### src/rtl/babbage_pkg.sv
// Shared constants for the difference-engine polynomial evaluator.
// FSM encodings are plain localparams so legacy tooling can decode them.
package babbage_pkg;

  localparam logic [1:0] IDLE = 2'b00;
  localparam logic [1:0] OP   = 2'b01;
  localparam logic [1:0] DONE = 2'b10;

  localparam int MAX_ORDER = 7;
  localparam int IDX_W     = 3;

endpackage

### src/rtl/babbage_poly_engine_if.sv
// Coprocessor-side bundle: start/argument, coefficient write port, result/status.
// master drives requests and coefficients; slave is the engine.
interface babbage_poly_engine_if #(
  parameter int W  = 16,
  parameter int NW = 8
);

  logic                           start;
  logic [NW-1:0]                  n_in;
  logic                           ld_we;
  logic [babbage_pkg::IDX_W-1:0]  ld_idx;
  logic [W-1:0]                   ld_data;
  logic                           ready;
  logic                           done_tick;
  logic [W-1:0]                   f;
  logic                           ovf;

  modport master (
    output start, n_in, ld_we, ld_idx, ld_data,
    input  ready, done_tick, f, ovf
  );

  modport slave (
    input  start, n_in, ld_we, ld_idx, ld_data,
    output ready, done_tick, f, ovf
  );

endinterface

### src/rtl/babbage_diff_stage.sv
// One finite-difference register: parallel load, or accumulate its upper neighbour.
// Single-cycle update, no backpressure; carry-out only exists with BABBAGE_OVF_DETECT_EN.
module babbage_diff_stage #(
  parameter int W = 16
) (
  input  logic         clk,
  input  logic         reset_n,
  input  logic         load,
  input  logic         add_en,
  input  logic [W-1:0] load_val,
  input  logic [W-1:0] addend,
`ifdef BABBAGE_OVF_DETECT_EN
  output logic         carry,
`endif
  output logic [W-1:0] q
);

  logic [W-1:0] sum_w;

`ifdef BABBAGE_OVF_DETECT_EN
  assign {carry, sum_w} = {1'b0, q} + {1'b0, addend};
`else
  assign sum_w = q + addend;
`endif

  // load wins so a new run always starts from the coefficient set
  always_ff @(posedge clk or negedge reset_n) begin
    if (!reset_n) begin
      q <= '0;
    end else if (load) begin
      q <= load_val;
    end else if (add_en) begin
      q <= sum_w;
    end
  end

endmodule

### src/rtl/babbage_poly_engine.sv
// Difference-engine evaluator of a degree<=ORDER polynomial at n; done_tick n+2 cycles after start.
// start/ld_we are only honoured in IDLE (ready=1); BABBAGE_OVF_DETECT_EN adds the sticky ovf flag.
module babbage_poly_engine
  import babbage_pkg::*;
#(
  parameter int W     = 16,
  parameter int ORDER = 3,
  parameter int NW    = 8
) (
  input  logic                  clk,
  input  logic                  reset_n,
  babbage_poly_engine_if.slave  bus
);

  logic [1:0]     state;
  logic [NW-1:0]  cnt;
  logic [W-1:0]   f_reg;
  logic           ovf_reg;

  logic [W-1:0]   c_reg [ORDER+1];
  logic [W-1:0]   c_eff [ORDER+1];
  logic [W-1:0]   d_q   [ORDER];
  logic [W-1:0]   d_last;
  logic [W-1:0]   d_all [ORDER+1];
  logic [ORDER:0] wr_hit;

  logic in_idle;
  logic run_start;
  logic step;

  assign in_idle   = (state == IDLE);
  assign run_start = in_idle && bus.start;
  assign step      = (state == OP) && (cnt != '0);

  // A write in the start cycle must reach D, so D loads from the post-write view of C.
  always_comb begin
    wr_hit = '0;
    for (int k = 0; k <= ORDER; k++) begin
      wr_hit[k] = in_idle && bus.ld_we && (bus.ld_idx == IDX_W'(k));
      c_eff[k]  = wr_hit[k] ? bus.ld_data : c_reg[k];
    end
  end

  always_ff @(posedge clk or negedge reset_n) begin
    if (!reset_n) begin
      for (int k = 0; k <= ORDER; k++) c_reg[k] <= '0;
    end else begin
      for (int k = 0; k <= ORDER; k++) begin
        if (wr_hit[k]) c_reg[k] <= bus.ld_data;
      end
    end
  end

  // The top difference is constant during a run.
  always_ff @(posedge clk or negedge reset_n) begin
    if (!reset_n) begin
      d_last <= '0;
    end else if (run_start) begin
      d_last <= c_eff[ORDER];
    end
  end

  always_comb begin
    for (int k = 0; k < ORDER; k++) d_all[k] = d_q[k];
    d_all[ORDER] = d_last;
  end

`ifdef BABBAGE_OVF_DETECT_EN
  wire [ORDER-1:0] carry;
`endif

  for (genvar k = 0; k < ORDER; k++) begin : g_stage
    babbage_diff_stage #(.W(W)) u_stage (
      .clk      (clk),
      .reset_n  (reset_n),
      .load     (run_start),
      .add_en   (step),
      .load_val (c_eff[k]),
      .addend   (d_all[k+1]),
`ifdef BABBAGE_OVF_DETECT_EN
      .carry    (carry[k]),
`endif
      .q        (d_q[k])
    );
  end

  always_ff @(posedge clk or negedge reset_n) begin
    if (!reset_n) begin
      state <= IDLE;
      cnt   <= '0;
      f_reg <= '0;
    end else begin
      case (state)
        IDLE: begin
          if (bus.start) begin
            cnt   <= bus.n_in;
            state <= OP;
          end
        end
        OP: begin
          if (cnt != '0) begin
            cnt <= cnt - NW'(1);
          end else begin
            f_reg <= d_all[0];
            state <= DONE;
          end
        end
        DONE:    state <= IDLE;
        default: state <= IDLE;
      endcase
    end
  end

`ifdef BABBAGE_OVF_DETECT_EN
  always_ff @(posedge clk or negedge reset_n) begin
    if (!reset_n) begin
      ovf_reg <= 1'b0;
    end else if (run_start) begin
      ovf_reg <= 1'b0;
    end else if (step && (|carry)) begin
      ovf_reg <= 1'b1;
    end
  end
`else
  assign ovf_reg = 1'b0;
`endif

  assign bus.ready     = in_idle;
  assign bus.done_tick = (state == DONE);
  assign bus.f         = f_reg;
  assign bus.ovf       = ovf_reg;

endmodule

### src/flat_wrapper.sv
// flat-port wrapper written by rule: the top's interface ports become plain ports
module babbage_poly_engine_flat import babbage_pkg::*;
#(
  parameter int W     = 16,
  parameter int ORDER = 3,
  parameter int NW    = 8
)
  (clk, reset_n, bus_start, bus_n_in, bus_ld_we, bus_ld_idx, bus_ld_data, bus_ready, bus_done_tick, bus_f, bus_ovf);
  babbage_poly_engine_if #(.W(W), .NW(NW)) bus_i ();
  input  logic clk;
  input  logic reset_n;
  input wire logic [$bits(bus_i.start)-1:0] bus_start;
  input wire logic [$bits(bus_i.n_in)-1:0] bus_n_in;
  input wire logic [$bits(bus_i.ld_we)-1:0] bus_ld_we;
  input wire logic [$bits(bus_i.ld_idx)-1:0] bus_ld_idx;
  input wire logic [$bits(bus_i.ld_data)-1:0] bus_ld_data;
  output wire logic [$bits(bus_i.ready)-1:0] bus_ready;
  output wire logic [$bits(bus_i.done_tick)-1:0] bus_done_tick;
  output wire logic [$bits(bus_i.f)-1:0] bus_f;
  output wire logic [$bits(bus_i.ovf)-1:0] bus_ovf;
  assign bus_i.start = bus_start;
  assign bus_i.n_in = bus_n_in;
  assign bus_i.ld_we = bus_ld_we;
  assign bus_i.ld_idx = bus_ld_idx;
  assign bus_i.ld_data = bus_ld_data;
  assign bus_ready = bus_i.ready;
  assign bus_done_tick = bus_i.done_tick;
  assign bus_f = bus_i.f;
  assign bus_ovf = bus_i.ovf;
  babbage_poly_engine #(.W(W), .ORDER(ORDER), .NW(NW)) u_core (.clk(clk), .reset_n(reset_n), .bus(bus_i));
endmodule
### config.mk
export PLATFORM = sky130hd
export DESIGN_NAME = babbage_poly_engine_flat
export DESIGN_NICKNAME = d
export VERILOG_FILES = /design/src/rtl/babbage_pkg.sv /design/src/rtl/babbage_poly_engine_if.sv /design/src/rtl/babbage_diff_stage.sv /design/src/rtl/babbage_poly_engine.sv /design/src/flat_wrapper.sv
export SDC_FILE = /design/constraint.sdc
export NUM_CORES = 1
export LEC_CHECK = 0
export CORE_ASPECT_RATIO = 1.25
export CORE_MARGIN = 3
export CORE_UTILIZATION = 35
export CTS_BUF_LIST = sky130_fd_sc_hd__clkbuf_4 sky130_fd_sc_hd__clkbuf_8 sky130_fd_sc_hd__clkbuf_16
export CTS_CLUSTER_SIZE = 12
export DETAILED_ROUTE_END_ITERATION = 12
export HOLD_SLACK_MARGIN = 0.08
export PLACE_DENSITY = 0.52
export SYNTH_ARGS = -nofsm -noshare
export SYNTH_HDL_FRONTEND = slang
export SYNTH_SLANG_ARGS = --single-unit
### constraint.sdc
create_clock -name clk -period 2.85 [get_ports clk]
set_input_delay 0.285 -clock clk [delete_from_list [all_inputs] [get_ports clk]]
set_output_delay 0.285 -clock clk [all_outputs]
set_load 0.01 [all_outputs]
==> results.toml <==
[sta]
setup_viol = 0
slew_headroom_pct = 43.71
timing.final.crit_period_ns = 2.687
hold_viol = 0
slew_viol_final = 0
hold_ws_ns = 0.4265
fmax_mhz = 372.2
grt_setup_unrepaired = "true"
worstMarginPinSlew_ns = 0.8444
period_share_pct = 94.28
fin_worst_skew_ns = 0.008781
finalWorstSetupSlack_ns = 0.1630

[cts]
cts_tree = "done"
clk_latency_ns = 0.42
clk_pin_slew_worst_paths_ns = 0.06
cts-buffers-inserted = 17
clockBufferDepth = 2
cts.sinks = 154
htreeDepth = 4
post_cts_buffers = 0
cts_root_buf = "clkbuf_16"

[yosys]
syn-cell-area_um2 = 8302
synth-seq-cells = 154
synth_edf_count = 0
synthArstFlopShare_pct = 100.0
avgSynthCellArea_um2 = 10.48
ys.flop_type = "dfrtp_1"
synth_warnings = 0
synth_cell_types = 62
syn_inst = 792
yosysSeqAreaShare_pct = 46.42
syn_nets = 873

[critical_path]
rr_endpoint = "u_core.g_stage[1].u_stage.q[12]$_DFFE_PN0P_"
crit_path_cell_trace = "buf_4 > ha_1 > fa_1 > a211oi_2 > o211ai_1 > a211oi_2 > nor2_1 > and3_1 > mux2_2 > o21ai_1"
critPathMaxFanout = 3
worst_r2r_path_depth = 10
slowest_delay_ns = 0.43
crit_path_frequent_cell = "a211oi_2"
reg2reg_from = "u_core.g_stage[1].u_stage.q[0]$_DFFE_PN0P_"
critical_path_class = "reg2reg"
crit_start = "u_core.g_stage[1].u_stage.q[0]$_DFFE_PN0P_"
critPathSlowestCell = "fa_1"
ff2ff_setup_slack_ns = 0.16
crit_arrival_ns = 3.04
path_delay_family = "compound AO/OA/AOI/OAI gates"
cp-end-kind = "register"
cp-start-kind = "register"
cp_data_required_time_ns = 3.20
crit_buf_inv = 1

[layout]
utilization_pct = 42.24
final_common_cell = "nand2_1"
num_antenna_cells = 0
final_area_um2 = 9764
instances_no_fill = 1149
drive_above_1_share_pct = 16.61
layout_common_cells = "157 x nand2_1, 154 x dfrtp_1, 53 x mux2_2"
largest_reg_flops = 64
syn2layout_area_growth_pct = 17.62
fin_nets = 929

[placement]
numPortBuffers = 48
placedCellCount = 1116
post-place-ws_ns = 0.06454
dpl-instance-area_um2 = 9143
place.detailed.hpwl_um = 13610
gp_congestion = 0.8480

[global_route]
grt_pass1_wl_um = 31860
grt_start_max_net_pins = 69
grt_pass1_vias = 6003
track_usage_pct = 15.96
antenna_found_initial = 0
grt_overflow_total = 0

[floorplanning]
die_h_um = 178.2
core_um2 = 23120
placementRows = 62
die_w_um = 143.8
initial_core_util_pct = 35.91
dieArea_um2 = 25610
ios = 50

[routing]
routedWlPerCell_um = 17.00
vias = 6012
vias_per_cell = 5.232
wl_um = 19530
drt_iter0_markers = 285
ant_nets = 0
drtPass1Iterations = 4
drc = 0

[power_and_ir_drop]
power_leakage_nw = 4.560
max-vdd-ir-drop_v = 0.0004476
power_density_nw_per_um2 = 1320

[worst_hold_path]
hold_path.class = "in2async"

[job]
drv_cap = 0

[run_status]
outcome = "complete, no violations"
==> power breakdown <==
group / leakage, nW / switching [mW] / internal, mW / total (mW)
logic: 2.33 / 3.49 / 3.22 / 6.71
registers: 1.95 / 0.644 / 3.25 / 3.90
clock network: 0.273 / 0.935 / 1.34 / 2.28
total: 4.56 / 5.07 / 7.82 / 12.9
==> cell type report <==
cell class | instances | area (um^2)
clock buffer | 20 | 454.2
tap | 288 | 360.3
timing repair buffer | 67 | 664.4
inverter | 12 | 45.04
fill | 2264 | 13350
clock inverter | 12 | 140.1
multi-input combinational | 596 | 4247
sequential | 154 | 3854
==> cells by family (layout without fill, tap and decap cells) <==
logic type / count (synthesis) / after routing / synth area share (%)
compound gates: 191 / 191 / 15.95
mux: 68 / 68 / 9.842
xor+xnor: 34 / 34 / 3.587
buf+inv: 42 / 111 / 2.683
other cells: 1 / 1 / 0.04517
flops: 154 / 154 / 46.42
fa+ha+maj: 50 / 50 / 7.807
simple gates: 252 / 252 / 13.67
==> worst max path at each step <==
stage,slack (ns),cells after the start,to
floorplan,0.28,9,u_core.g_stage[0].u_stage.q[12]$_DFFE_PN0P_
global placement,0.07,10,u_core.g_stage[0].u_stage.q[8]$_DFFE_PN0P_
detailed placement,0.06,10,u_core.g_stage[1].u_stage.q[12]$_DFFE_PN0P_
CTS,0.04,10,u_core.g_stage[1].u_stage.q[12]$_DFFE_PN0P_
global route,-0.04,10,u_core.g_stage[0].u_stage.q[12]$_DFFE_PN0P_
finish,0.16,10,u_core.g_stage[1].u_stage.q[12]$_DFFE_PN0P_
==> per-stage QoR <==
stage	power (mW)	setup TNS, ns
2_1_floorplan	9.052	0
5_1_grt	14.02	-0.04276
4_1_cts	12.95	0
6_report	12.88	0
3_3_place_gp	10.52	0
3_5_place_dp	10.58	0
==> metal layers <==
layer / global-route usage, % / vias to the layer above / routed length (um)
li1: - / 2950 / -
met1: 21.10 / 2946 / 9200
met2: 26.38 / 95 / 9463
met3: 2.977 / 21 / 538
met4: 5.220 / 0 / 325
met5: 0 / - / 0
==> what timing repair did <==
item | in CTS | in global routing
resized for setup | 0 | 4
hold buffers | 1 | 0
setup endpoints to repair | 0 | 7
endpoints found under the hold margin | 55 | 0
==> Yosys cell counts, drive strengths merged (2+ instances only) <==
cell type,n,area [um^2]
a21o,18,135.1
nor2,43,171.4
a31oi,4,25.02
o211ai,12,90.09
buf,19,136.4
o31ai,3,22.52
or3,4,25.02
o21a,6,45.04
a221o,20,200.2
clkbuf,11,41.29
o21ai,48,244.0
nor4,2,12.51
nor3b,2,26.28
o21bai,2,15.01
nor4b,2,38.78
a211oi,10,85.08
nor3,12,65.06
fa,3,60.06
nand2,157,589.3
ha,47,588.1
nor2b,2,12.51
a22oi,7,52.55
a21oi,44,220.2
nand3,13,70.07
mux2,67,807.0
dfrtp,154,3854
nand3b,2,40.04
o32ai,2,17.52
and2,3,18.77
xnor2,20,175.2
a221oi,6,83.83
xor2,14,122.6
and3,2,12.51
inv,12,45.04
nand2b,6,37.54
(Power assumes the default switching activity.)
